$ cat config.mk
export PLATFORM = sky130hd
export DESIGN_NAME = irq_scheduler
export DESIGN_NICKNAME = d
export VERILOG_FILES = /design/src/rtl/irq_scheduler.sv
export SDC_FILE = /design/constraint.sdc
export NUM_CORES = 1
export LEC_CHECK = 0
export BUFFER_PORTS_ARGS = -buffer_cell sky130_fd_sc_hd__buf_2
export CAP_MARGIN = 20
export CORE_MARGIN = 2
export CORE_UTILIZATION = 55
export DETAILED_ROUTE_END_ITERATION = 16
export PLACE_DENSITY = 0.76
export SLEW_MARGIN = 20
export SYNTH_ARGS = -nofsm -noshare
export SYNTH_HDL_FRONTEND = slang
export SYNTH_SLANG_ARGS = --single-unit
export TNS_END_PERCENT = 30
$ cat constraint.sdc
create_clock -name axi_aclk -period 5.1 [get_ports axi_aclk]
set_input_delay 1.53 -clock axi_aclk [delete_from_list [all_inputs] [get_ports axi_aclk]]
set_output_delay 1.53 -clock axi_aclk [all_outputs]
set_load 0.05 [all_outputs]
$ cat src/rtl/irq_scheduler.sv
`default_nettype none
// ============================================================================
// Module   : irq_scheduler
// Purpose  : Periodic interrupt scheduler. NCH free-running period counters
//            raise per-channel pending flags. A round-robin arbiter presents
//            one pending channel at a time on a level irq with its id, and
//            guarantees a one-cycle low gap after every acknowledge.
//            Overruns (an event on an already-pending channel) are counted
//            in a saturating 16-bit counter.
// Revision : 1.0 - initial release
// ============================================================================
module irq_scheduler #(
  parameter int NCH = 4,
  parameter int CW  = 32
) (
  input  logic                   axi_aclk,
  input  logic                   axi_aresetn,
  input  logic [NCH*CW-1:0]      cfg_period,
  input  logic [NCH-1:0]         cfg_enable,
  input  logic                   irq_ack,
  output logic                   irq,
  output logic [$clog2(NCH)-1:0] irq_id,
  output logic [NCH-1:0]         pend,
  output logic [15:0]            overrun_count
);

  localparam int c_IDW = $clog2(NCH);
  localparam int c_PCW = $clog2(NCH + 1);

  typedef enum logic [1:0] {
    S_IDLE   = 2'd0,
    S_ASSERT = 2'd1,
    S_GAP    = 2'd2
  } state_t;

  state_t             r_state;
  logic [c_IDW-1:0]   r_last;

  logic [NCH-1:0]     w_event;
  logic [NCH-1:0]     w_clr;
  logic [NCH-1:0]     w_ovr;
  logic [NCH-1:0]     w_pend_nxt;
  logic [c_PCW-1:0]   w_ovr_n;
  logic [16:0]        w_ovr_sum;
  logic               w_found;
  logic [c_IDW-1:0]   w_sel;
  logic [c_IDW-1:0]   w_idx;

  // --------------------------------------------------------------------------
  // Per-channel period counters and terminal-count events
  // --------------------------------------------------------------------------
  genvar gi;
  generate
    for (gi = 0; gi < NCH; gi++) begin : g_ch
      logic [CW-1:0] w_per;
      logic [CW-1:0] w_term;
      logic [CW-1:0] r_cnt;

      assign w_per  = cfg_period[gi*CW +: CW];
      assign w_term = w_per - CW'(1);
      // A zero period never fires; the guard also hides the underflowed w_term.
      assign w_event[gi] = cfg_enable[gi] && (w_per != '0) && (r_cnt == w_term);

      // Count 0..period-1 while enabled; park at 0 when disabled or period==0.
      // A count already beyond the terminal value wraps silently.
      always_ff @(posedge axi_aclk or negedge axi_aresetn) begin
        if (!axi_aresetn) begin
          r_cnt <= '0;
        end else if (!cfg_enable[gi] || (w_per == '0) || (r_cnt >= w_term)) begin
          r_cnt <= '0;
        end else begin
          r_cnt <= r_cnt + CW'(1);
        end
      end
    end
  endgenerate

  // --------------------------------------------------------------------------
  // Pending flags and overrun accounting
  // --------------------------------------------------------------------------
  // An acknowledge clears only the channel being presented.
  assign w_clr = ((r_state == S_ASSERT) && irq_ack)
               ? ({{(NCH-1){1'b0}}, 1'b1} << irq_id) : '0;

  // A new event wins over a same-cycle clear and is not an overrun.
  assign w_pend_nxt = w_event | (pend & ~w_clr);
  assign w_ovr      = w_event & pend & ~w_clr;

  // Population count of simultaneous overruns this cycle.
  always_comb begin
    w_ovr_n = '0;
    for (int k = 0; k < NCH; k++) begin
      w_ovr_n = w_ovr_n + {{(c_PCW-1){1'b0}}, w_ovr[k]};
    end
  end

  assign w_ovr_sum = {1'b0, overrun_count} + {{(17-c_PCW){1'b0}}, w_ovr_n};

  // Register pending flags and the saturating overrun counter.
  always_ff @(posedge axi_aclk or negedge axi_aresetn) begin
    if (!axi_aresetn) begin
      pend          <= '0;
      overrun_count <= '0;
    end else begin
      pend          <= w_pend_nxt;
      overrun_count <= w_ovr_sum[16] ? 16'hFFFF : w_ovr_sum[15:0];
    end
  end

  // --------------------------------------------------------------------------
  // Round-robin search starting one past the last served channel
  // --------------------------------------------------------------------------
  always_comb begin
    w_found = 1'b0;
    w_sel   = '0;
    w_idx   = '0;
    for (int i = 1; i <= NCH; i++) begin
      w_idx = c_IDW'((int'(r_last) + i) % NCH);
      if (!w_found && pend[w_idx]) begin
        w_found = 1'b1;
        w_sel   = w_idx;
      end
    end
  end

  // --------------------------------------------------------------------------
  // Arbiter FSM with registered irq / irq_id
  // --------------------------------------------------------------------------
  // The GAP cycle holds irq low and also performs the search, so the low
  // time between back-to-back assertions is exactly one cycle.
  always_ff @(posedge axi_aclk or negedge axi_aresetn) begin
    if (!axi_aresetn) begin
      r_state <= S_IDLE;
      irq     <= 1'b0;
      irq_id  <= '0;
      r_last  <= c_IDW'(NCH - 1);
    end else begin
      case (r_state)
        S_IDLE, S_GAP: begin
          if (w_found) begin
            irq     <= 1'b1;
            irq_id  <= w_sel;
            r_state <= S_ASSERT;
          end else begin
            irq     <= 1'b0;
            r_state <= S_IDLE;
          end
        end
        S_ASSERT: begin
          // Wait for software even if the channel has been disabled meanwhile.
          if (irq_ack) begin
            irq     <= 1'b0;
            r_last  <= irq_id;
            r_state <= S_GAP;
          end
        end
        default: begin
          irq     <= 1'b0;
          r_state <= S_IDLE;
        end
      endcase
    end
  end

endmodule
`default_nettype wire
---- Yosys cells after proc, flatten, opt, wreduce, memory -nomap -nowiden ----
Index checks and enable logic that the tools add are counted.
W data, S select, Z words.
operators by class
  eq/ne operators ......................... 7
  add/sub/neg operators ................... 16
  reductions and logical operators ........ 39
  shift operators ......................... 1
  bitwise gates (word level) .............. 5
  order comparisons ....................... 8
  muxes and demuxes ....................... 28
operator list
  kind                     count
  $add A32 B1 Y32 const B  4
  $eq A32 B32 Y1           4
  $ge A32 B32 Y1           4
  $logic_not A32 Y1        4
  $mux W32                 4
  $reduce_bool A32 Y1      4
  $sub A32 B1 Y32 const B  4
  $add A16 B3 Y17          1
  $mux W16                 1
  $and A4 B4 Y4            3
  $logic_and A1 B1 Y1      12
  $lt A2 B3 Y1 const B     4
  $mux W1                  11
  $mux W2                  5
  $bmux W1 S2              4
  $logic_or A1 B1 Y1       8
  $logic_not A1 Y1         7
  $add A2 B1 Y2 const B    2
  $add A2 B2 Y2 const B    2
  $mux W4                  1
  $not A4 Y4               1
  $or A4 B4 Y4             1
  $pmux W2 S2              1
  $reduce_and A2 Y1        2
  10 further kinds         10
word-level totals
  output and inout bits ................... 23
  register bits after elaboration ......... 155
  logic and storage cells ................. 114

---- Logic depth before layout (Yosys ltp) ----
  word-level depth ........................ 15
  mapped depth ............................ 23
  gate-level depth less buffers ........... 23

---- Worst setup path after synthesis ----
OpenSTA, ideal clock, no wires.
  path type ............................... input -> register
  from .................................... input cfg_period[6]
  to ...................................... register overrun_count[11]
  arrival ................................. 7.027 ns
  stages .................................. 22
  data required time ...................... 5.030 ns
  setup slack ............................. -1.997 ns
  path through ............................ or4_1 > nor4_2 > nand4_1 > nor4_2 > nand2_1 > xor2_1 > ha_1 > nand4_1 > nor4_1 > and4_1 > nand3_1 > or4_1 > fa_1 > fa_1 > inv_1 > fa_1 > nand4_1 > nor2_1 > nand2_1 > or3_1 > clkbuf_1 > nand3_1
between the ends
  cells in the longest elaborated chain, start to end .. 10
ends and longest elaborated chain
  what                                                    line    RTL
  start: declaration                                      18      input logic [NCH*CW-1:0] cfg_period,
  $sub A32 B1 Y32 or $reduce_bool A32 Y1 (tied branches)  60, 62
  $eq A32 B32 Y1 or $logic_and A1 B1 Y1 (tied branches)   62      assign w_event[gi] = cfg_enable[gi] && (w_per != '0) && (r_cnt == w_term);
  $logic_and A1 B1 Y1 *                                   62
  $and A4 B4 Y4 * (2 in a row)                            87      assign w_ovr = w_event & pend & ~w_clr;
  $add A1 B1 Y2 *                                         93      w_ovr_n = w_ovr_n + {{(c_PCW-1){1'b0}}, w_ovr[k]};
  $add A2 B1 Y3 *                                         93
  $add A3 B1 Y3 *                                         93
  $add A16 B3 Y17 *                                       97      assign w_ovr_sum = {1'b0, overrun_count} + {{(17-c_PCW){1'b0}}, w_ovr_n};
  $mux W16 *                                              106     overrun_count <= w_ovr_sum[16] ? 16'hFFFF : w_ovr_sum[15:0];
  end signal: assignment                                  106
  end: declaration                                        24      output logic [15:0] overrun_count
Mark *: on every way between the ends. The rest lies on a longest branch, timed or not.
A chain may end at the register's enable or synchronous reset.

---- Final worst setup path ----
  from .................................... input cfg_period[69]
  to ...................................... register overrun_count[2]
between the ends
  cells in the longest elaborated chain, start to end .. 9
ends and longest elaborated chain
  what                                                    line
  $sub A32 B1 Y32 or $reduce_bool A32 Y1 (tied branches)  60, 62
  $eq A32 B32 Y1 or $logic_and A1 B1 Y1 (tied branches)   62
  $logic_and A1 B1 Y1 *                                   62
  $and A4 B4 Y4 * (2 in a row)                            87
  $add A2 B1 Y3 *                                         93
  $add A3 B1 Y3 *                                         93
  $add A16 B3 Y17 *                                       97
  $mux W16 *                                              106
Marks and branches as above.

==> impl_metrics.json <==
{
  "synth_nets": 1707,
  "async_flop_share": 1.00,
  "place_hpwl_um": 26100,
  "violations": "negative setup slack",
  "comb_power_share": 0.172,
  "synth.area.top_cells": "dfrtp_1 (31%), ha_1 (14%), xnor2_1 (8.7%)",
  "synth_edf_count": 0,
  "timing.final.setup_violations": 16,
  "vias": 12100,
  "setup_tns_ns": -22.72,
  "critPathLaunch": "cfg_period[69]",
  "gp_congestion": 0.881,
  "cts-htree-levels": 4,
  "power_w": 0.00307,
  "final_area_sq_um": 16300,
  "wl_met3_um": 1500,
  "drt_iter0_markers": 507,
  "pre_cts_ws_ns": -2.06,
  "grtUsageTotal": 0.287,
  "grt_pass1_wl_um": 56200,
  "die_w_um": 154,
  "vdd_drop_max_v": 0.000255,
  "path_cells": "buf_6 -> or4_4 -> or4_4 -> or3b_4 -> buf_6 -> nor4_4 -> xnor2_1 -> ha_1 -> nand4_1 -> nor4_2 -> nand2_1 -> or3_4 -> fa_1 -> fa_2 -> inv_2 -> fa_2 -> nand4_1 -> nor2_2 -> nand2_2 -> or3_4 -> nand2_1",
  "drcViolationCount": 0,
  "num_io_pins": 158,
  "drive_above_1_share": 0.277,
  "finClkSkew_ns": 0.0167,
  "wirelength_um": 32900,
  "hold_start": "r_last[0]$_DFFE_PN1P_",
  "grt_pass1_vias": 12400,
  "die_y_um": 154,
  "viasPerCell": 5.58,
  "period_share": 1.28,
  "fin_ws_ns": -1.45,
  "antenna_left": 0,
  "dieArea_sq_um": 23700,
  "clk_path_buf_depth": 2,
  "synth_cells": 1429,
  "yosys_most_used_dff": "dfrtp_1",
  "io_buffers": 157,
  "cts_tree": "built",
  "place_area_sq_um": 15500,
  "clock-sinks": 154,
  "timing.critical_path.slowest_cell_delay_ns": 0.52,
  "cts_hold_buffers": 0,
  "wl_per_cell_um": 15.2,
  "top_layer": "met4",
  "finalHoldViolCount": 0,
  "drt-met1-wl_um": 13900,
  "firstDrtPassIters": 5,
  "cp.buffers_inverters": 3,
  "rsz0062_at_grt": "yes",
  "seqCellArea_sq_um": 3860,
  "num_rows": 54,
  "p_int_w": 0.00224,
  "synth_area_sq_um": 12400,
  "slew_violations": 0,
  "grt_max_degree": 98,
  "status": "finished with violations",
  "swShare": 0.273,
  "p_seq_frac": 0.416,
  "yosys.cell_types.count": 63,
  "worstSetupPathType": "input port to flip-flop",
  "initial_core_util": 0.563,
  "yosys_warnings": 0,
  "rr_startpoint": "g_ch[0].r_cnt[30]$_DFF_PN0_",
  "drv_cap": 0,
  "worstSetupEndpointType": "flip-flop",
  "grt-ovfl-total": 0,
  "path_max_fanout": 6,
  "yosysTopAreaCell": "dfrtp_1",
  "p_per_area_nw_per_um2": 188,
  "timing.slew.headroom": 0.309,
  "synthDominantCellAreaShare": 0.308,
  "core_area_sq_um": 22000,
  "power.switching_w": 0.000838,
  "wl_met2_um": 16800,
  "worstPathRequired_ns": 5.46,
  "syn_area_per_cell_sq_um": 8.65,
  "pwr-share-clk": 0.413,
  "period_needed_ns": 6.55,
  "worstPathArrival_ns": 6.92,
  "area_delta_synth_final_pct": 32.0,
  "antennaDiodeCount": 0,
  "worstMarginPinSlew_ns": 1.03,
  "min_path_type": "flip-flop to flip-flop",
  "clkLatencyLatePin_ns": 0.43,
  "multi_input_area_sq_um": 8380,
  "nets": 2148,
  "antenna_found_initial": 0,
  "total_leakage_power_nw": 7.67,
  "cts_buffers": 17,
  "start_kind": "input port",
  "max_freq_ghz": 0.153,
  "ys_ff_latch": 154,
  "path_clk_slew_ns": 0.07,
  "ys_seq_area_frac": 0.312,
  "num-fill-cells": 1634,
  "cp_top_family": "simple AND/OR/NAND/NOR gates",
  "critPathSlowestCell": "or4_4",
  "final_util": 0.743,
  "clockRootBuffer": "clkbuf_16"
}
==> synthesized netlist by cell type, types with 14 or more instances <==
library cell and number:
inv_1 47, and3_1 16, nand3_1 68, dfrtp_1 152, a21oi_1 57, nor3_1 41, xor2_1 119, or4_1 14
nand4_1 63, nor2_1 217, nand2_1 135, ha_1 140, or3_1 16, nor4_1 34, xnor2_1 123, o21ai_0 29
==> state kept, by name, indices dropped and copies added, names as in the netlist <==
| register | count |
|---|---|
| overrun_count | 16 |
| g_ch.r_cnt | 128 |
| r_last | 2 |
| irq_id | 2 |
| r_state | 2 |
| pend | 4 |
==> what timing repair did <==
action / 4_1_cts / 5_1_grt
cloned: 1 / 0
endpoints found under the setup margin: 16 / 32
pin swaps: 11 / 9
gates resized for setup: 13 / 9
setup buffers: 8 / 3
==> logic make-up (layout without fill, tap and decap cells) <==
kind of cell / after synthesis / in the layout / synth area share
muxes: 3 / 3 / 0.00263
AOI/OAI and AO/OA: 133 / 133 / 0.0659
xor gates and xnor gates: 242 / 242 / 0.172
adders and majority gates: 143 / 143 / 0.147
DFF: 154 / 154 / 0.312
buffers and inverters: 64 / 517 / 0.0200
and+or+nand+nor: 690 / 691 / 0.281
==> final timing paths <==
| path | endpoint | slack, ns | depth (start not counted) |
|---|---|---|---|
| max | overrun_count[2]$_DFF_PN0_ | -1.45 | 21 |
| min | r_last[0]$_DFFE_PN1P_ | 0.49 | 2 |
| max reg2reg | overrun_count[2]$_DFF_PN0_ | 0.90 | 15 |
| min reg2reg | r_last[0]$_DFFE_PN1P_ | 0.49 | 2 |
| max in group asynchronous | r_last[1]$_DFFE_PN1P_ | 3.00 | 2 |
| min in group asynchronous | g_ch[3].r_cnt[18]$_DFF_PN0_ | 1.17 | 1 |
==> worst reg2reg max path: cells and delay by family (launching register included) <==
family                   cells  cell delay (ns)
AND/OR/NAND/NOR             10             2.29
adder cells (fa/ha/maj)      4             1.35
flip-flops                   1             0.42
buffers and inverters        1             0.07
==> cell usage in the layout, fill, tap and decap left out, types with 7 or more instances in the layout <==
master | synthesis | routed
a21o_1 | 9 | 9
a21oi_1 | 57 | 57
and2_1 | 10 | 10
and3_1 | 16 | 16
and4_1 | 12 | 12
buf_2 | 6 | 153
buf_4 | 0 | 277
clkbuf_16 | 0 | 17
dfrtp_1 | 152 | 152
ha_1 | 140 | 140
inv_1 | 47 | 46
nand2_1 | 135 | 133
nand2b_1 | 8 | 8
nand3_1 | 68 | 67
nand3b_1 | 7 | 7
nand4_1 | 63 | 63
nor2_1 | 217 | 213
nor2b_1 | 8 | 8
nor3_1 | 41 | 40
nor4_1 | 34 | 30
nor4_2 | 7 | 8
o21ai_0 | 29 | 27
or2_2 | 8 | 7
or3_1 | 16 | 14
or4_1 | 14 | 11
xnor2_1 | 123 | 123
xor2_1 | 119 | 119
==> layer usage <==
metal	up-vias	track usage
met1	5798	0.350
met4	0	0.0859
met3	51	0.0490
met5	-	0
met2	286	0.518
li1	5941	-
==> power by group through the flow <==
stage	sequential, W	combinational [W]	clock (W)
after floorplan	0.00133	0.000193	0
after global placement	0.00130	0.000504	0
after detailed placement	0.00130	0.000523	0
after CTS	0.00128	0.000528	0.00129
after global routing	0.00128	0.000584	0.00135
final	0.00128	0.000528	0.00127
==> final cells by class <==
type | instances | share of cell area
multi-input cells | 1212 | 0.514
repair buffers | 438 | 0.182
clock buffers | 19 | 0.0272
flip-flops and latches | 154 | 0.236
well taps | 280 | 0.0215
clock inverters | 13 | 0.00875
inverters | 47 | 0.0108
==> metrics by stage <==
stage | cells | hold slack [ns]
floorplan | 1429 | 0.446
global placement | 2119 | 0.474
detailed placement | 2119 | 0.476
CTS | 2160 | 0.487
global route | 2163 | 0.512
finish | 2163 | 0.488
Note: power is estimated with default switching activity, not from simulation.
